==> src/rtl/alu_muldiv_pkg.sv <==
// Shared encodings for the iterative multiply/divide unit.
package alu_muldiv_pkg;

    localparam logic [1:0] OP_MULT  = 2'b00;
    localparam logic [1:0] OP_MULTU = 2'b01;
    localparam logic [1:0] OP_DIV   = 2'b10;
    localparam logic [1:0] OP_DIVU  = 2'b11;

    typedef enum logic [1:0] {
        ST_IDLE = 2'd0,
        ST_CALC = 2'd1,
        ST_FIX  = 2'd2
    } state_t;

    function automatic logic op_is_div(input logic [1:0] op);
        return op[1];
    endfunction

    // MULT and DIV are the signed variants (even encodings).
    function automatic logic op_is_signed(input logic [1:0] op);
        return ~op[0];
    endfunction

endpackage

==> src/rtl/alu_muldiv_div_step.sv <==
// One restoring-division iteration: shift in a dividend bit, trial-subtract the divisor.
module div_restore_step #(
    parameter int WIDTH = 32
) (
    input  logic [WIDTH-1:0] rem,
    input  logic             dbit,
    input  logic [WIDTH-1:0] divisor,
    output logic [WIDTH-1:0] rem_next,
    output logic             qbit
);

    logic [WIDTH:0] shifted;
    logic [WIDTH:0] diff;

    assign shifted = {rem, dbit};
    assign diff    = shifted - {1'b0, divisor};

    // With rem < divisor the borrow bit alone decides; a zero divisor is overridden upstream.
    assign qbit     = ~diff[WIDTH];
    assign rem_next = qbit ? diff[WIDTH-1:0] : shifted[WIDTH-1:0];

endmodule

==> src/rtl/alu_muldiv.sv <==
// Iterative MULT/MULTU/DIV/DIVU unit owning HI/LO; one bit per cycle, fixed latency WIDTH+1.
module alu_muldiv
    import alu_muldiv_pkg::*;
#(
    parameter int WIDTH = 32
) (
    input  logic             clk,
    input  logic             rst,
    input  logic             start,
    input  logic [1:0]       op,
    input  logic [WIDTH-1:0] a,
    input  logic [WIDTH-1:0] b,
    input  logic             hi_we,
    input  logic             lo_we,
    input  logic [WIDTH-1:0] wdata,
    output logic             busy,
    output logic             done,
    output logic             div_by_zero,
    output logic [WIDTH-1:0] hi,
    output logic [WIDTH-1:0] lo
);

    localparam int CNT_W = $clog2(WIDTH) + 1;

    state_t             state;
    logic [2*WIDTH-1:0] acc;
    logic [WIDTH-1:0]   opnd;
    logic [WIDTH-1:0]   a_raw;
    logic [CNT_W-1:0]   cnt;
    logic               is_div_r;
    logic               neg_q;
    logic               neg_r;
    logic               dbz_r;

    // Launch-time magnitudes and signs
    logic             sgn, a_neg, b_neg;
    logic [WIDTH-1:0] a_mag, b_mag;

    assign sgn   = op_is_signed(op);
    assign a_neg = sgn & a[WIDTH-1];
    assign b_neg = sgn & b[WIDTH-1];
    assign a_mag = a_neg ? -a : a;
    assign b_mag = b_neg ? -b : b;

    // Multiply: acc = {partial product, remaining multiplier bits}, shifted right each cycle
    logic [WIDTH:0]     mul_sum;
    logic [2*WIDTH-1:0] acc_mul;

    assign mul_sum = {1'b0, acc[2*WIDTH-1:WIDTH]} + {1'b0, (acc[0] ? opnd : {WIDTH{1'b0}})};
    assign acc_mul = {mul_sum, acc[WIDTH-1:1]};

    // Divide: acc = {partial remainder, dividend bits / quotient bits}, shifted left each cycle
    logic [WIDTH-1:0]   rem_nx;
    logic               qbit;
    logic [2*WIDTH-1:0] acc_div;

    div_restore_step #(.WIDTH(WIDTH)) u_step (
        .rem      (acc[2*WIDTH-1:WIDTH]),
        .dbit     (acc[WIDTH-1]),
        .divisor  (opnd),
        .rem_next (rem_nx),
        .qbit     (qbit)
    );

    assign acc_div = {rem_nx, acc[WIDTH-2:0], qbit};

    // Sign correction applied at FIX
    logic [2*WIDTH-1:0] prod_fix;
    logic [WIDTH-1:0]   quo_fix, rem_fix;

    assign prod_fix = neg_q ? -acc : acc;
    assign quo_fix  = neg_q ? -acc[WIDTH-1:0] : acc[WIDTH-1:0];
    assign rem_fix  = neg_r ? -acc[2*WIDTH-1:WIDTH] : acc[2*WIDTH-1:WIDTH];

    always_ff @(posedge clk or posedge rst) begin
        if (rst) begin
            state       <= ST_IDLE;
            busy        <= 1'b0;
            done        <= 1'b0;
            div_by_zero <= 1'b0;
            hi          <= '0;
            lo          <= '0;
            acc         <= '0;
            opnd        <= '0;
            a_raw       <= '0;
            cnt         <= '0;
            is_div_r    <= 1'b0;
            neg_q       <= 1'b0;
            neg_r       <= 1'b0;
            dbz_r       <= 1'b0;
        end else begin
            done <= 1'b0;
            case (state)
                ST_IDLE: begin
                    // An MTHI/MTLO coinciding with start lands now; the result overwrites it later.
                    if (hi_we) hi <= wdata;
                    if (lo_we) lo <= wdata;
                    if (start) begin
                        is_div_r <= op_is_div(op);
                        neg_q    <= a_neg ^ b_neg;
                        neg_r    <= a_neg;
                        dbz_r    <= op_is_div(op) && (b == '0);
                        a_raw    <= a;
                        cnt      <= '0;
                        busy     <= 1'b1;
                        state    <= ST_CALC;
                        if (op_is_div(op)) begin
                            opnd <= b_mag;
                            acc  <= {{WIDTH{1'b0}}, a_mag};
                        end else begin
                            opnd <= a_mag;
                            acc  <= {{WIDTH{1'b0}}, b_mag};
                        end
                    end
                end
                ST_CALC: begin
                    acc <= is_div_r ? acc_div : acc_mul;
                    cnt <= cnt + CNT_W'(1);
                    if (cnt == CNT_W'(WIDTH - 1)) state <= ST_FIX;
                end
                ST_FIX: begin
                    if (!is_div_r) begin
                        {hi, lo} <= prod_fix;
                    end else if (dbz_r) begin
                        hi <= a_raw;
                        lo <= '1;
                    end else begin
                        hi <= rem_fix;
                        lo <= quo_fix;
                    end
                    div_by_zero <= dbz_r;
                    done        <= 1'b1;
                    busy        <= 1'b0;
                    state       <= ST_IDLE;
                end
                default: state <= ST_IDLE;
            endcase
        end
    end

endmodule

==> config.mk <==
export PLATFORM = sky130hd
export DESIGN_NAME = alu_muldiv
export DESIGN_NICKNAME = d
export VERILOG_FILES = /design/src/rtl/alu_muldiv_pkg.sv /design/src/rtl/alu_muldiv_div_step.sv /design/src/rtl/alu_muldiv.sv
export SDC_FILE = /design/constraint.sdc
export NUM_CORES = 1
export LEC_CHECK = 0
export BUFFER_PORTS_ARGS = -buffer_cell sky130_fd_sc_hd__clkbuf_2
export CAP_MARGIN = 20
export CORE_UTILIZATION = 30
export DETAILED_ROUTE_END_ITERATION = 8
export GPL_TIMING_DRIVEN = 0
export MAX_ROUTING_LAYER = met4
export PLACE_DENSITY = 0.46
export SYNTH_ARGS = -nofsm -noshare
export SYNTH_HDL_FRONTEND = slang
export SYNTH_HIERARCHICAL = 1
export SYNTH_SLANG_ARGS = --single-unit
==> constraint.sdc <==
create_clock -name clk -period 7.55 [get_ports clk]
set_input_delay 0.3775 -clock clk [delete_from_list [all_inputs] [get_ports clk]]
set_output_delay 0.3775 -clock clk [all_outputs]
set_load 0.005 [all_outputs]
# Yosys cells after proc, flatten, opt, wreduce, memory -nomap -nowiden

Index checks and enable logic that the tools add are counted.

Mux-type cells: 28
Reduce and logical (&&, ||, !) cells: 11
Divide/modulo/power cells: 0
$lt $le $gt $ge: 0
Bitwise logic cells: 5
Multiply operators: 0
Equality and inequality tests: 7
$add $sub $neg: 8
Shift operators: 0

Operators with widths:

| operator                                                        | number |
|---|---|
| 32-bit 2-to-1 mux                                               | 14 |
| 64-bit 2-to-1 mux                                               | 3 |
| 32-bit negator                                                  | 4 |
| 32-bit one-hot mux with 2 select lines                          | 2 |
| 64-bit one-hot mux with 2 select lines                          | 1 |
| 64-bit negator                                                  | 1 |
| 32-bit by 32-bit adder with 33-bit output                       | 1 |
| 33-bit by 32-bit subtractor with 33-bit output                  | 1 |
| 32-bit logical NOT                                              | 1 |
| 6-bit one-hot mux with 2 select lines                           | 1 |
| 2-bit AND reduction                                             | 6 |
| 2-bit != test, second input constant                            | 4 |
| 6-bit by 1-bit adder with 6-bit output, second input constant   | 1 |
| 6-bit by 5-bit == test with 1-bit output, second input constant | 1 |
| 6-bit 2-to-1 mux                                                | 1 |
| 2-bit 2-to-1 mux                                                | 2 |
| 2-bit one-hot mux with 2 select lines                           | 1 |
| 2-bit nonzero test                                              | 2 |
| 1-bit AND                                                       | 2 |
| 2-bit by 1-bit == test with 1-bit output, second input constant | 1 |
| 2-bit == test, second input constant                            | 1 |
| 2-bit logical NOT                                               | 1 |
| 1-bit 2-to-1 mux                                                | 2 |
| 1-bit inverter                                                  | 2 |
| 3 further kinds                                                 | 3 |

Bits in latches: 0
Memories kept: 0
Word-level logic and storage cells: 73
RAM bits: 0
Register bits: 207
ROM bits: 0
Bits of input ports: 103

# Depth between registers and ports, before layout

Word-level depth: 6
Gate-level depth with buffers: 19
Gate-level depth less buffers: 17

# Cells and area by module

Netlist, hierarchy kept.

By module, submodules not included:

| module           | seq. area each (sq um) | cells each | times used | area an instance (sq um) |
|---|---|---|---|---|
| alu_muldiv       | 5180.0                 | 1891       | 1          | 14981.9 |
| div_restore_step | 0.0                    | 309        | 1          | 2317.2 |

# Worst setup path before layout

OpenSTA, ideal clock, no wires.

Kind: reg-to-reg
Start: reg acc[31]
End: reg acc[56]
Setup slack: 3.842 ns
Cell stages (with the launch flop): 20
Data arrival time: 3.575 ns
Cells stage by stage: dfrtp_1 > inv_1 > ha_1 > fa_1 > and2b_1 > o2111ai_2 > a21oi_2 > o211ai_2 > a211oi_4 > nor2_4 > mux2i_4 > and2_4 > buf_12 > inv_8 > buf_12 > mux2_4 > a21oi_1 > nor2_1 > a211oi_1 > o21ai_0

Longest elaborated chain between the ends: 4

Ends and longest elaborated chain:

| element                                        | line                      | source |
|---|---|---|
| start, declared                                | alu_muldiv.sv:26          | `logic [2*WIDTH-1:0] acc;` |
| start signal, assigned                         | alu_muldiv.sv:109         | `acc <= {{WIDTH{1'b0}}, a_mag};` |
| start signal, assigned                         | alu_muldiv.sv:112         | `acc <= {{WIDTH{1'b0}}, b_mag};` |
| start signal, assigned                         | alu_muldiv.sv:117         | `acc <= is_div_r ? acc_div : acc_mul;` |
| 33-bit by 32-bit subtractor with 33-bit output | alu_muldiv_div_step.sv:16 | `assign diff = shifted - {1'b0, divisor};` |
| 32-bit 2-to-1 mux                              | alu_muldiv_div_step.sv:20 | `assign rem_next = qbit ? diff[WIDTH-1:0] : shifted[WIDTH-1:0];` |
| via rem_nx[24]                                 | alu_muldiv.sv:53          | `logic [WIDTH-1:0] rem_nx;` |
| 64-bit 2-to-1 mux                              | alu_muldiv.sv:117         |  |
| 64-bit one-hot mux with 2 select lines         | alu_muldiv.sv:93          | `case (state)` |

The timed path passes the listed nets, and every way through them passes these cells.
A chain may end at the register's enable or synchronous reset.

# Final worst setup path

Ends and elaborated chain as after synthesis.

==> reports/qor.csv <==
stage,metric,value,unit
run_status,outcome,finished clean,
yosys,synth-edff-count,0,
sta,drv_slew,0,
floorplanning,dieHeight,242,um
pwr,internal-power,5130,uW
yosys,syn_nets,2374,
clocking,clock-root-buffer,clkbuf_16,
setup_path,cp_common_cell,buf_12,
floorplanning,fp-row-count,87,
setup_path,cp.arrival,5060,ps
yosys,synth_area_per_cell,7.86,um^2
clocking,cts.sinks,207,
pwr,finalPower,10300,uW
global_routing,antenna_found_initial,2,
setup_path,crit_buf_inv,4,
drt,firstDrtPassIters,5,
drt,antenna_left,0,
sta,setup_viol,0,
clocking,htree_num_levels,1,
drt,wl_met3,5930,um
final_layout,nNetsFinal,2573,
sta,worst_pin_slew,1220,ps
setup_path,reg2reg_setup_slack,2930,ps
yosys,synth-seq-area-share,29.9,%
pwr,comb_power_share,62.3,%
floorplanning,io_pins,170,
place,dp_hpwl,66300,um
place,port_buffers,168,
setup_path,worstPathCellList,"inv_1, ha_1, fa_1, and2b_1, o2111ai_2, a21oi_2, o211ai_2, a211oi_4, nor2_4, mux2i_4, and2_4, buf_12, inv_8, buf_12, mux2_4, a21oi_1, nor2_1, a211oi_1, o21ai_0",
setup_path,cpPeakStageDelay,620,ps
yosys,synth_mux_area_share,4.93,%
global_routing,grtUsageTotal,28.1,%
final_layout,finalNonFillerCells,3175,
job,drv_cap,0,
pwr,p_clk_share,13.3,%
sta,min_period_over_period,61.1,%
sta,rsz0062_at_grt,no,
floorplanning,chipWidth,242,um
setup_path,start_kind,register,
sta,min_period,4620,ps
drt,num_vias,18200,
yosys,yosys.area_share.simple,20.3,%
hold_path,hold_path_class,in -> reg,
drt,highest_layer,met4,
floorplanning,fp.dieArea,58600,um^2
yosys,async_flop_share,100,%
pwr,pwr-share-seq,24.4,%
final_layout,finalCoreUtilization,35.3,%
pwr,p_switching,5190,uW
clocking,clk_pin_slew_worst_paths,60,ps
pwr,swShare,50.3,%
sta,relSlewSlack,18.7,%
yosys,yosysUniqueCellTypes,90,
place,dpl_worst_slack,2930,ps
setup_path,crit_path_end_kind,register,
final_layout,drive_above_1_share,11.9,%
sta,finalHoldViolCount,0,
setup_path,required,7990,ps
yosys,syn_inst,2200,
drt,routedWlPerCell,25.9,um
clocking,clockBufferDepth,3,
global_routing,grt_start_max_net_pins,111,
pwr,peakVddDrop,0.000184,V
setup_path,path_max_fanout,10,
sta,hold_ws,52.0,ps
global_routing,overflow,0,
yosys,synth-compound-area-share,26.1,%
global_routing,first_global_vias,17300,
yosys,synth_top_family_by_area,compound AO/OA/AOI/OAI gates,
pwr,power_density,515,nW/um^2
clocking,cts.repair.resized,0,
drt,drc,0,
yosys,syn-cell-area,17300,um^2
drt,vias_per_cell,5.74,
place,dp.cells,3125,
floorplanning,core,56700,um^2
global_routing,grt_pass1_wl,119000,um
drt,totalWireLength,82100,um
yosys,ys_dominant_reg_cell,dfrtp_1,
clocking,tritoncts,yes,
floorplanning,initial_utilization,30.5,%
sta,maxClockFrequency,217,MHz
place,place.gp.congestion,0.997,
sta,skew,15.4,ps
drt,dr_wl_met2,35300,um
yosys,synth_xor_area_share,8.66,%
clocking,cts_buffers,27,
yosys,synth_adder_area_share,5.22,%
drt,met1_length,37600,um
setup_path,cp_top_family,compound AO/OA/AOI/OAI gates,
clocking,clkLatencyLatePin,590,ps
sta,setup_ws,2930,ps
setup_path,crit_path_top_delay_cell,dfrtp_1,
final_layout,area_growth_syn_to_layout,15.9,%
setup_path,crit_type,reg -> reg,
pwr,p_leak,0.00837,uW
final_layout,insertedDiodeCount,0,
yosys,ys_seq_elements,207,
drt,drt_iter0_markers,1844,
yosys,yosysWarnings,6,
power by group through the flow:
stage	registers, uW	clock network (uW)	logic (uW)
detailed placement	2510	0	6310
global route	2570	1430	7000
finish	2520	1370	6430
CTS	2490	1400	6340
floorplan	2070	0	4570
global placement	2510	0	6290
synthesized netlist by cell type, drive strengths merged (24+ instances only):
| master | n | area [um^2] |
|---|---|---|
| o22ai | 44 | 275 |
| nor2 | 149 | 567 |
| o31ai | 41 | 340 |
| a22oi | 24 | 180 |
| mux2 | 31 | 420 |
| clkbuf | 129 | 484 |
| a21oi | 166 | 835 |
| nand2 | 311 | 1170 |
| dfrtp | 207 | 5180 |
| a211oi | 26 | 208 |
| xor2 | 70 | 613 |
| and2 | 38 | 240 |
| mux2i | 42 | 433 |
| o21ai | 264 | 1320 |
| ha | 69 | 863 |
| nand3 | 45 | 238 |
| nor3 | 42 | 210 |
| inv | 56 | 218 |
| xnor2 | 101 | 885 |
placed cells by master (no fill, tap or decap), types with 17 or more instances in the layout:
| master | synthesis | layout |
|---|---|---|
| mux2i_1 | 41 | 41 |
| nor2_1 | 148 | 148 |
| xor2_1 | 70 | 70 |
| o21ai_0 | 263 | 263 |
| a211oi_1 | 25 | 25 |
| or3_1 | 22 | 22 |
| clkbuf_2 | 0 | 168 |
| o22ai_1 | 44 | 44 |
| ha_1 | 69 | 69 |
| nand4_1 | 17 | 17 |
| dfrtp_1 | 207 | 207 |
| a22oi_1 | 24 | 24 |
| clkbuf_1 | 129 | 136 |
| nor2b_1 | 18 | 18 |
| nor3_1 | 42 | 42 |
| a21o_1 | 22 | 22 |
| nor4_1 | 17 | 17 |
| o31ai_1 | 38 | 38 |
| mux2_4 | 19 | 19 |
| inv_1 | 55 | 54 |
| xnor2_1 | 101 | 101 |
| a31oi_1 | 17 | 17 |
| clkbuf_16 | 0 | 27 |
| and2_1 | 37 | 37 |
| nand2_1 | 311 | 311 |
| a21oi_1 | 165 | 165 |
| nand2b_1 | 17 | 17 |
| nand3_1 | 44 | 44 |
per-stage QoR:
stage	setup TNS (ps)	area [um^2]
after CTS	0	20000
after detailed placement	0	19100
after floorplan	0	17300
after global placement	-259980	19100
after global routing	0	20000
final	0	20000
worst paths after layout:
check	start	to	depth (start not counted)
worst min register to register	cnt[5]	cnt[5]	1
worst max-delay path	acc[31]	acc[56]	19
worst max register to register	acc[31]	acc[56]	19
min in group asynchronous	rst	lo[29]	3
max in group asynchronous	rst	opnd[13]	4
worst min-delay path	a[13]	a_raw[13]	3
tightest hold or removal path, delay by kind of cell:
kind | cells | cell delay (ps)
buffers and inverters | 1 | 110
AND/OR/NAND/NOR | 2 | 100
timing repair:
action | 4_1_cts | 5_1_grt
setup buffers | 0 | 0
endpoints found under the hold margin | 97 | 0
hold buffers | 1 | 0
cell families (layout without fill, tap and decap cells):
| family | after synthesis | in the layout |
|---|---|---|
| and+or+nand+nor | 741 | 741 |
| DFF | 207 | 207 |
| buffers and inverters | 209 | 428 |
| AOI/OAI and AO/OA | 728 | 728 |
| muxes | 73 | 73 |
| adders and majority gates | 71 | 71 |
| xor gates and xnor gates | 171 | 171 |
state kept, by name, summed over array words and instances, names as in the netlist:
name and cells:
div_by_zero 1, done 1, lo 32, neg_q 1
neg_r 1, hi 32, a_raw 32, state 2
busy 1, acc 64, opnd 32, is_div_r 1
dbz_r 1, cnt 6
routing by layer:
metal  vias to the layer above  GRT usage, %
li1                       8355             -
met1                      8959          38.6
met2                       768          41.2
met3                       129          4.76
met4                         0          9.79
met5                         -             -
cell type report:
type,instances,area (um^2)
plain buffers,150,619
clock buffers,36,729
clock inverters,13,188
fillers,6041,36700
inverters,59,236
multi-input cells,1784,11300
flip-flops and latches,207,5180
well taps,756,946
repair buffers,170,878
(Power assumes the default switching activity.)
